`config.mk`:
```
export PLATFORM = sky130hd
export DESIGN_NAME = spi_slave
export DESIGN_NICKNAME = d
export VERILOG_FILES = /design/src/rtl/spi_slave.sv
export SDC_FILE = /design/constraint.sdc
export NUM_CORES = 1
export LEC_CHECK = 0
export CAP_MARGIN = 10
export CORE_ASPECT_RATIO = 0.6
export CORE_UTILIZATION = 40
export DETAILED_ROUTE_END_ITERATION = 7
export GPL_TIMING_DRIVEN = 0
export PLACE_DENSITY = 0.59
export SYNTH_ARGS = -nofsm -noshare
export SYNTH_HDL_FRONTEND = slang
export SYNTH_SLANG_ARGS = --single-unit
```
`constraint.sdc`:
```
create_clock -name clk -period 1.85 [get_ports clk]
set_input_delay 0.37 -clock clk [delete_from_list [all_inputs] [get_ports clk]]
set_output_delay 0.37 -clock clk [all_outputs]
set_load 0.01 [all_outputs]
```
`src/rtl/spi_slave.sv`:
```
// SPI slave endpoint (SS active-low, LSB first, MOSI sampled on SCLK rise, MISO
// updated on SCLK fall). All SPI pins are oversampled in the clk domain.
module spi_slave #(
  parameter int                DATA_W      = 32,
  parameter logic [DATA_W-1:0] IDLE_WORD   = 32'hF0F0F0F0,
  parameter int                SYNC_STAGES = 2
) (
  input  logic              clk,
  input  logic              rst,
  input  logic [DATA_W-1:0] tx_data,
  input  logic              tx_write,
  output logic              tx_ready,
  output logic [DATA_W-1:0] rx_data,
  output logic              rx_pending,
  input  logic              rx_ack,
  output logic              rx_overrun,
  output logic              frame_err,
  output logic              busy,
  input  logic              sclk,
  input  logic              ss,
  input  logic              mosi,
  output logic              miso
);

  typedef enum logic [1:0] {IDLE, SHIFT, DONE} state_t;

  localparam int CNT_W = $clog2(DATA_W + 1);
  localparam int SET_W = $clog2(SYNC_STAGES + 2);

  logic [SYNC_STAGES-1:0] sclk_sync_q, sclk_sync_d;
  logic [SYNC_STAGES-1:0] ss_sync_q, ss_sync_d;
  logic [SYNC_STAGES-1:0] mosi_sync_q, mosi_sync_d;
  logic                   sclk_last_q, sclk_last_d;
  logic                   ss_last_q, ss_last_d;
  logic [SET_W-1:0]       settle_q, settle_d;
  logic                   armed_q, armed_d;

  state_t                 state_q, state_d;
  logic [CNT_W-1:0]       cnt_q, cnt_d;
  logic [DATA_W-1:0]      tx_sh_q, tx_sh_d;
  logic [DATA_W-1:0]      rx_sh_q, rx_sh_d;
  logic [DATA_W-1:0]      hold_q, hold_d;
  logic                   hold_full_q, hold_full_d;
  logic [DATA_W-1:0]      rx_data_q, rx_data_d;
  logic                   rx_pending_q, rx_pending_d;
  logic                   rx_overrun_q, rx_overrun_d;
  logic                   frame_err_q, frame_err_d;
  logic                   busy_q, busy_d;
  logic                   miso_q, miso_d;

  logic sclk_s, ss_s, mosi_s;
  logic sclk_rise, sclk_fall, ss_rise, ss_fall, settled;
  logic [DATA_W-1:0] tx_load_word;

  // Synchronizers and edge detection.
  always_comb begin
    sclk_sync_d = {sclk_sync_q[SYNC_STAGES-2:0], sclk};
    ss_sync_d   = {ss_sync_q[SYNC_STAGES-2:0], ss};
    mosi_sync_d = {mosi_sync_q[SYNC_STAGES-2:0], mosi};
    sclk_s      = sclk_sync_q[SYNC_STAGES-1];
    ss_s        = ss_sync_q[SYNC_STAGES-1];
    mosi_s      = mosi_sync_q[SYNC_STAGES-1];
    sclk_last_d = sclk_s;
    ss_last_d   = ss_s;
    sclk_rise   = sclk_s & ~sclk_last_q;
    sclk_fall   = ~sclk_s & sclk_last_q;
    ss_rise     = ss_s & ~ss_last_q;
    // A frame may only start once ss has been seen high after the chain has
    // flushed its reset value, so ss held low through reset never starts one.
    settled     = (settle_q == SET_W'(SYNC_STAGES + 1));
    settle_d    = settled ? settle_q : settle_q + SET_W'(1);
    armed_d     = armed_q | (settled & ss_s & ss_last_q);
    ss_fall     = ~ss_s & ss_last_q & armed_q;
  end

  // NOTE: every variable gets a default at the top of the block so no path
  // leaves one unassigned, which would otherwise infer a latch.
  always_comb begin
    state_d      = state_q;
    cnt_d        = cnt_q;
    tx_sh_d      = tx_sh_q;
    rx_sh_d      = rx_sh_q;
    hold_d       = hold_q;
    hold_full_d  = hold_full_q;
    rx_data_d    = rx_data_q;
    rx_pending_d = rx_pending_q;
    rx_overrun_d = rx_overrun_q;
    frame_err_d  = 1'b0;
    busy_d       = busy_q;
    miso_d       = miso_q;
    tx_load_word = hold_full_q ? hold_q : IDLE_WORD;

    if (rx_ack) begin
      rx_pending_d = 1'b0;
      rx_overrun_d = 1'b0;
    end

    case (state_q)
      IDLE: begin
        if (ss_fall) begin
          tx_sh_d     = tx_load_word;
          miso_d      = tx_load_word[0];
          hold_full_d = 1'b0;
          cnt_d       = '0;
          rx_sh_d     = '0;
          busy_d      = 1'b1;
          state_d     = SHIFT;
        end else if (ss_rise) begin
          busy_d = 1'b0;
        end
      end
      SHIFT: begin
        if (ss_rise) begin
          frame_err_d = 1'b1;
          rx_sh_d     = '0;
          busy_d      = 1'b0;
          state_d     = IDLE;
        end else begin
          if (sclk_rise) begin
            rx_sh_d = {mosi_s, rx_sh_q[DATA_W-1:1]};
            cnt_d   = cnt_q + CNT_W'(1);
            if (cnt_q + CNT_W'(1) == CNT_W'(DATA_W)) state_d = DONE;
          end
          if (sclk_fall) begin
            tx_sh_d = tx_sh_q >> 1;
            miso_d  = tx_sh_q[1];
          end
        end
      end
      DONE: begin
        rx_data_d    = rx_sh_q;
        rx_pending_d = 1'b1;
        // An ack landing on the completion cycle clears the old overrun but
        // the new word still becomes pending.
        rx_overrun_d = rx_ack ? 1'b0 : (rx_overrun_q | rx_pending_q);
        if (ss_rise) busy_d = 1'b0;
        state_d = IDLE;
      end
      default: state_d = IDLE;
    endcase

    // Applied after the frame-start load so a coincident write stays held.
    if (tx_write) begin
      hold_d      = tx_data;
      hold_full_d = 1'b1;
    end
  end

  // NOTE: sequential state uses non-blocking assignments so every flop
  // samples pre-edge values regardless of statement order.
  always_ff @(posedge clk or negedge rst) begin
    if (!rst) begin
      sclk_sync_q  <= '0;
      ss_sync_q    <= '1;
      mosi_sync_q  <= '0;
      sclk_last_q  <= 1'b0;
      ss_last_q    <= 1'b1;
      settle_q     <= '0;
      armed_q      <= 1'b0;
      state_q      <= IDLE;
      cnt_q        <= '0;
      tx_sh_q      <= '0;
      rx_sh_q      <= '0;
      hold_q       <= '0;
      hold_full_q  <= 1'b0;
      rx_data_q    <= '0;
      rx_pending_q <= 1'b0;
      rx_overrun_q <= 1'b0;
      frame_err_q  <= 1'b0;
      busy_q       <= 1'b0;
      miso_q       <= 1'b0;
    end else begin
      sclk_sync_q  <= sclk_sync_d;
      ss_sync_q    <= ss_sync_d;
      mosi_sync_q  <= mosi_sync_d;
      sclk_last_q  <= sclk_last_d;
      ss_last_q    <= ss_last_d;
      settle_q     <= settle_d;
      armed_q      <= armed_d;
      state_q      <= state_d;
      cnt_q        <= cnt_d;
      tx_sh_q      <= tx_sh_d;
      rx_sh_q      <= rx_sh_d;
      hold_q       <= hold_d;
      hold_full_q  <= hold_full_d;
      rx_data_q    <= rx_data_d;
      rx_pending_q <= rx_pending_d;
      rx_overrun_q <= rx_overrun_d;
      frame_err_q  <= frame_err_d;
      busy_q       <= busy_d;
      miso_q       <= miso_d;
    end
  end

  assign tx_ready   = ~hold_full_q;
  assign rx_data    = rx_data_q;
  assign rx_pending = rx_pending_q;
  assign rx_overrun = rx_overrun_q;
  assign frame_err  = frame_err_q;
  assign busy       = busy_q;
  assign miso       = miso_q;

endmodule

```
[Yosys cells after proc, flatten, opt, wreduce, memory -nomap -nowiden]
Cells that the tools add are included.
Storage, ports and cells
  register bits after elaboration: 153
  output and inout bits: 38
  bits of input ports: 39
Operators by class
  bitwise gates (word level): 14
  multiplexer cells: 34
  reductions and logical operators: 12
  equal/unequal tests: 10
  add/sub/neg operators: 2
Operator list (count)
  32-bit 2-to-1 mux: 7
  32-bit case mux with 2 select lines: 2
  6-bit 2-to-1 mux: 3
  1-bit 2-to-1 mux: 14
  6-bit case mux with 2 select lines: 1
  2-bit nonzero test: 5
  2-bit 2-to-1 mux: 4
  2-bit inequality test (second input constant): 4
  4-bit AND reduction: 2
  1-bit bitwise AND: 7
  6-bit by 1-bit adder with 6-bit output (second input constant): 1
  6-bit == test (second input constant): 1
  3-bit inequality test (second input constant): 2
  3-bit AND reduction: 2
  1-bit NOT: 5
  2-bit == test (second input constant): 2
  1-bit case mux with 2 select lines: 2
  2-bit case mux with 2 select lines: 1
  2-bit by 1-bit adder with 2-bit output (second input constant): 1
  2-bit by 1-bit == test with 1-bit output (second input constant): 1
  2-bit logical NOT: 1
  1-bit OR: 2
  2-bit AND reduction: 1
  2-bit OR reduction: 1

[Logic depth before layout (Yosys ltp)]
Gate-level depths: netlist of run 1.
  depth after elaboration: 6
  mapped depth: 9
  depth with buffers taken out: 7

[Least setup slack after synthesis of run 1]
No wires, ideal clock.
  kind: register to register
  start: register state_q[1]
  end: register rx_sh_q[0]
  stages on the path, launching flop included: 10
  library setup time: 0.127 ns
  slack: 0.255 ns
  clock period less this slack: 1.595 ns
  data required time: 1.723 ns
  arrival time: 1.468 ns
  cells stage by stage: dfrtp_1 -> inv_1 -> ha_1 -> buf_2 -> inv_2 -> o21ai_2 -> nand2_2 -> buf_2 -> nand2_1 -> o21ai_0
On the way
  cells in the longest elaborated chain, start to end: 3
Ends and longest elaborated chain
  from (decl): RTL line 38  | state_t state_q, state_d;
  from (signal assigned): RTL line 180  | state_q <= state_d;
  2-bit by 1-bit == test with 1-bit output / 2-bit logical NOT (equally long branches): RTL line 98  | case (state_q)
  3-bit inequality test (no line) (tied with other cells)
  3-bit AND reduction (no line)
  to (signal assigned): RTL line 183  | rx_sh_q <= rx_sh_d;
  to (decl): RTL line 41  | logic [DATA_W-1:0] rx_sh_q, rx_sh_d;
Several ways; a longest one is shown, not always the timed one.
A chain may end at the register's enable or synchronous reset.

[Worst setup path in the final report of run 1]
  start: register state_q[0]
  end: register tx_sh_q[3]
On the way
  cells in the longest elaborated chain, start to end: 3
Ends and longest elaborated chain
  2-bit by 1-bit == test with 1-bit output / 2-bit logical NOT (equally long branches): RTL line 98
  2-bit inequality test (no line) / 2-bit nonzero test (equally long branches)
  4-bit AND reduction (no line)
  to (signal assigned): RTL line 182  | tx_sh_q <= tx_sh_d;
  to (decl): RTL line 40  | logic [DATA_W-1:0] tx_sh_q, tx_sh_d;
Several ways; a longest one is shown, not always the timed one.

==> out/metrics.yaml, run 1 <==
run_status:
  outcome: "complete, no violations"
sta:
  hold_violations: 0
  relSlewSlack: 0.555
  rsz0062_at_grt: "no"
  period_needed_ns: 1.78
  hold_ws_ns: 0.353
  clock.fmax_ghz: 0.563
  maxSlewViolCount: 0
  finalSetupViolCount: 0
  worst_pin_slew_ns: 0.668
  worst_slack_ns: 0.0732
  fin_skew_ns: 0.0107
  finalCritPeriodShare: 0.960
setup_path:
  critPathMaxStageDelay_ns: 0.42
  cp.arrival_ns: 2.10
  critPathCaptureType: "register"
  required_ns: 2.18
  path_common_cell: "o21ai_4"
  r2r-start: "state_q[0]"
  reg2reg_depth: 8
  crit_slowest_cell: "dfrtp_1"
  critical_path.startpoint_type: "register"
  reg2reg_to: "tx_sh_q[3]"
  rrSetupSlack_ns: 0.07
  path_cells: "inv_1 -> ha_4 -> nand4b_1 -> o21ai_4 -> o21ai_4 -> buf_2 -> buf_4 -> o21ai_0"
  crit_fanout: 5
  worstSetupPathType: "register to register"
route:
  drt_wl_total_mm: 12.6
  drt_iter0_markers: 218
  drc: 0
  vias: 4116
  ant_nets: 0
  firstDrtPassIters: 4
  avgRoutedWirePerCell_um: 15.4
  via_per_inst: 5.01
yosys:
  yosys.area.top_type: "dfrtp_1"
  synth_edf_count: 0
  synth.avg_cell_area_um2: 12.0
  synth_nets: 556
  yosys.cell_types.count: 44
  syn_inst: 511
  seq_area_frac_synth: 0.623
  synth.top_cell.area_share: 0.610
  ys.flop_type: "dfrtp_1"
  ys_ff_latch: 152
  ys.warnings.count: 0
  async_reset_ff_frac: 1.00
  synth_area_leaders: "dfrtp_1 61%, mux2_2 12%, nand2_1 6.5%, o21ai_1 4.6%, a22oi_1 2.0%"
  syn_area_um2: 6110
clocking:
  clkTransAtPathRegs_ns: 0.07
  clk_latency_ns: 0.41
  numCtsBuffers: 17
  htree_levels: 4
  clk_path_buf_depth: 2
  cts.sink_count: 152
  root_buffer: "clkbuf_16"
  cts_tree: "yes"
finish:
  layout_common_cells: "149 x dfrtp_1, 103 x nand2_1, 73 x clkdlybuf4s50_1"
  diodes: 0
  mostFrequentLayoutCell: "dfrtp_1"
  fillers: 1269
  ff_latch_area_um2: 3810
  multi_input_area_um2: 2130
  area_growth_pct: 28.0
  nNetsFinal: 655
  final_area_um2: 7820
  drive_above_1_share: 0.236
floorplan:
  die-area_um2: 15800
  die_w_um: 162
  rows: 34
  coreArea_um2: 14700
  io_pins: 77
  start_util: 0.416
  die_h_um: 97.7
global_route:
  grt_pass1_vias: 4139
  track_usage: 0.173
  grt_overflow: 0
  grt_pass1_wl_mm: 21.5
  antenna_found_initial: 0
  grt_max_degree: 84
worst_hold_path:
  hold_path_depth: 0
  min_from: "mosi_sync_q[0]"
  min_to: "mosi_sync_q[1]"
  hp-class: "register to register"
pwr:
  power.total_mw: 9.69
  peakVddDrop_uv: 591
  p_per_area_nw_per_um2: 1240
  power_leakage_nw: 3.42
placed_design:
  place_area_um2: 7140
  dp_slack_ns: -0.0838
  gp_routability_congestion: 0.770
  hpwl_mm: 8.74
  portBuffers: 75
job:
  drv_cap: 0
## per-stage QoR
step / instances / util / TNS, ns
after floorplan: 511 / - / 0
after global placement: 784 / 0.484 / -839.18
after detailed placement: 785 / 0.486 / -2.37
after CTS: 818 / 0.528 / 0
after global routing: 821 / 0.533 / 0
final: 821 / 0.533 / 0
## cells by family (layout without fill, tap and decap cells)
family	count (synthesis)	after routing	synth area share
flops	152	152	0.623
fa+ha+maj	6	6	0.0123
buf+inv	35	147	0.0336
mux	65	65	0.120
simple gates	127	127	0.0875
compound gates	125	125	0.122
xor+xnor	1	1	0.00143
## where the power goes
group	internal, mW	total (mW)	switching, mW	leakage, nW
Clock	1.87	3.30	1.43	0.278
Sequential	3.79	4.08	0.296	1.96
Combinational	0.955	2.31	1.36	1.18
Total	6.61	9.69	3.09	3.42
## final cells by class
type | count | area share
clock buffers | 20 | 0.0597
clock inverters | 12 | 0.0138
flip-flops and latches | 152 | 0.487
plain buffers | 29 | 0.0266
inverters | 5 | 0.00272
well taps | 198 | 0.0317
repair buffers | 81 | 0.106
multi-input cells | 324 | 0.273
## worst max path at each step
stage	endpoint	cells past startpoint	from	slack, ns
detailed placement	rx_sh_q[8]	8	state_q[1]	-0.08
global route	tx_sh_q[16]	9	state_q[1]	0.004
global placement	rx_data[10]	1	rst	-5.57
floorplan	rx_sh_q[0]	9	state_q[1]	0.25
finish	tx_sh_q[3]	8	state_q[0]	0.07
CTS	state_q[1]	8	state_q[1]	0.007
## worst max-delay path: cells and delay by family (launching register included)
kind	cells	cell delay, ns
buffers and inverters	3	0.45
AO/OA/AOI/OAI	3	0.42
flip-flops	1	0.42
AND/OR/NAND/NOR	1	0.20
adder cells (fa/ha/maj)	1	0.19
## flip-flops by register name (all words and copies together), names as in the netlist
name         count
armed_q          1
busy             1
cnt_q            6
frame_err        1
hold_full_q      1
hold_q          32
mosi_sync_q      2
rx_data         32
rx_overrun       1
rx_pending       1
rx_sh_q         32
sclk_last_q      1
sclk_sync_q      2
settle_q         2
ss_last_q        1
ss_sync_q        2
state_q          2
tx_sh_q         32
## synth_stat cells, types with 2 or more instances
library cell and number:
dfrtp_1 149, nand2_1 105, mux2_2 65, o21ai_1 56
buf_2 17, a22oi_1 16, o21ai_0 16, o22ai_1 13
nor2_1 7, a21oi_1 6, clkbuf_1 6, ha_1 6
buf_6 5, inv_1 4, dfstp_2 3, nand3_1 3
o21a_1 3, a21o_1 2, and3_1 2, nand3b_1 2
o31ai_1 2
## metal layers
metal | global-route usage | routed length (um) | up-vias
met1 | 0.261 | 6640 | 2039
met3 | 0.0312 | 446 | 10
met5 | 0 | 0 | -
met4 | 0.0581 | 104 | 0
li1 | - | - | 1977
met2 | 0.248 | 5440 | 90
## repair_timing
item,in CTS,in global routing
pin swaps,0,2
buffers inserted,0,4
endpoints found under the setup margin,54,100
hold buffers,1,0
hold endpoints to repair,11,0
gates resized for setup,10,15
Power figures use the tool's default switching activity.
==> inputs of run 2 (changes only) <==
- CTS_CLUSTER_SIZE: not set -> 25
==> results of run 2 <==
The final DEF is identical to that of run 1; final timing and power are the same.
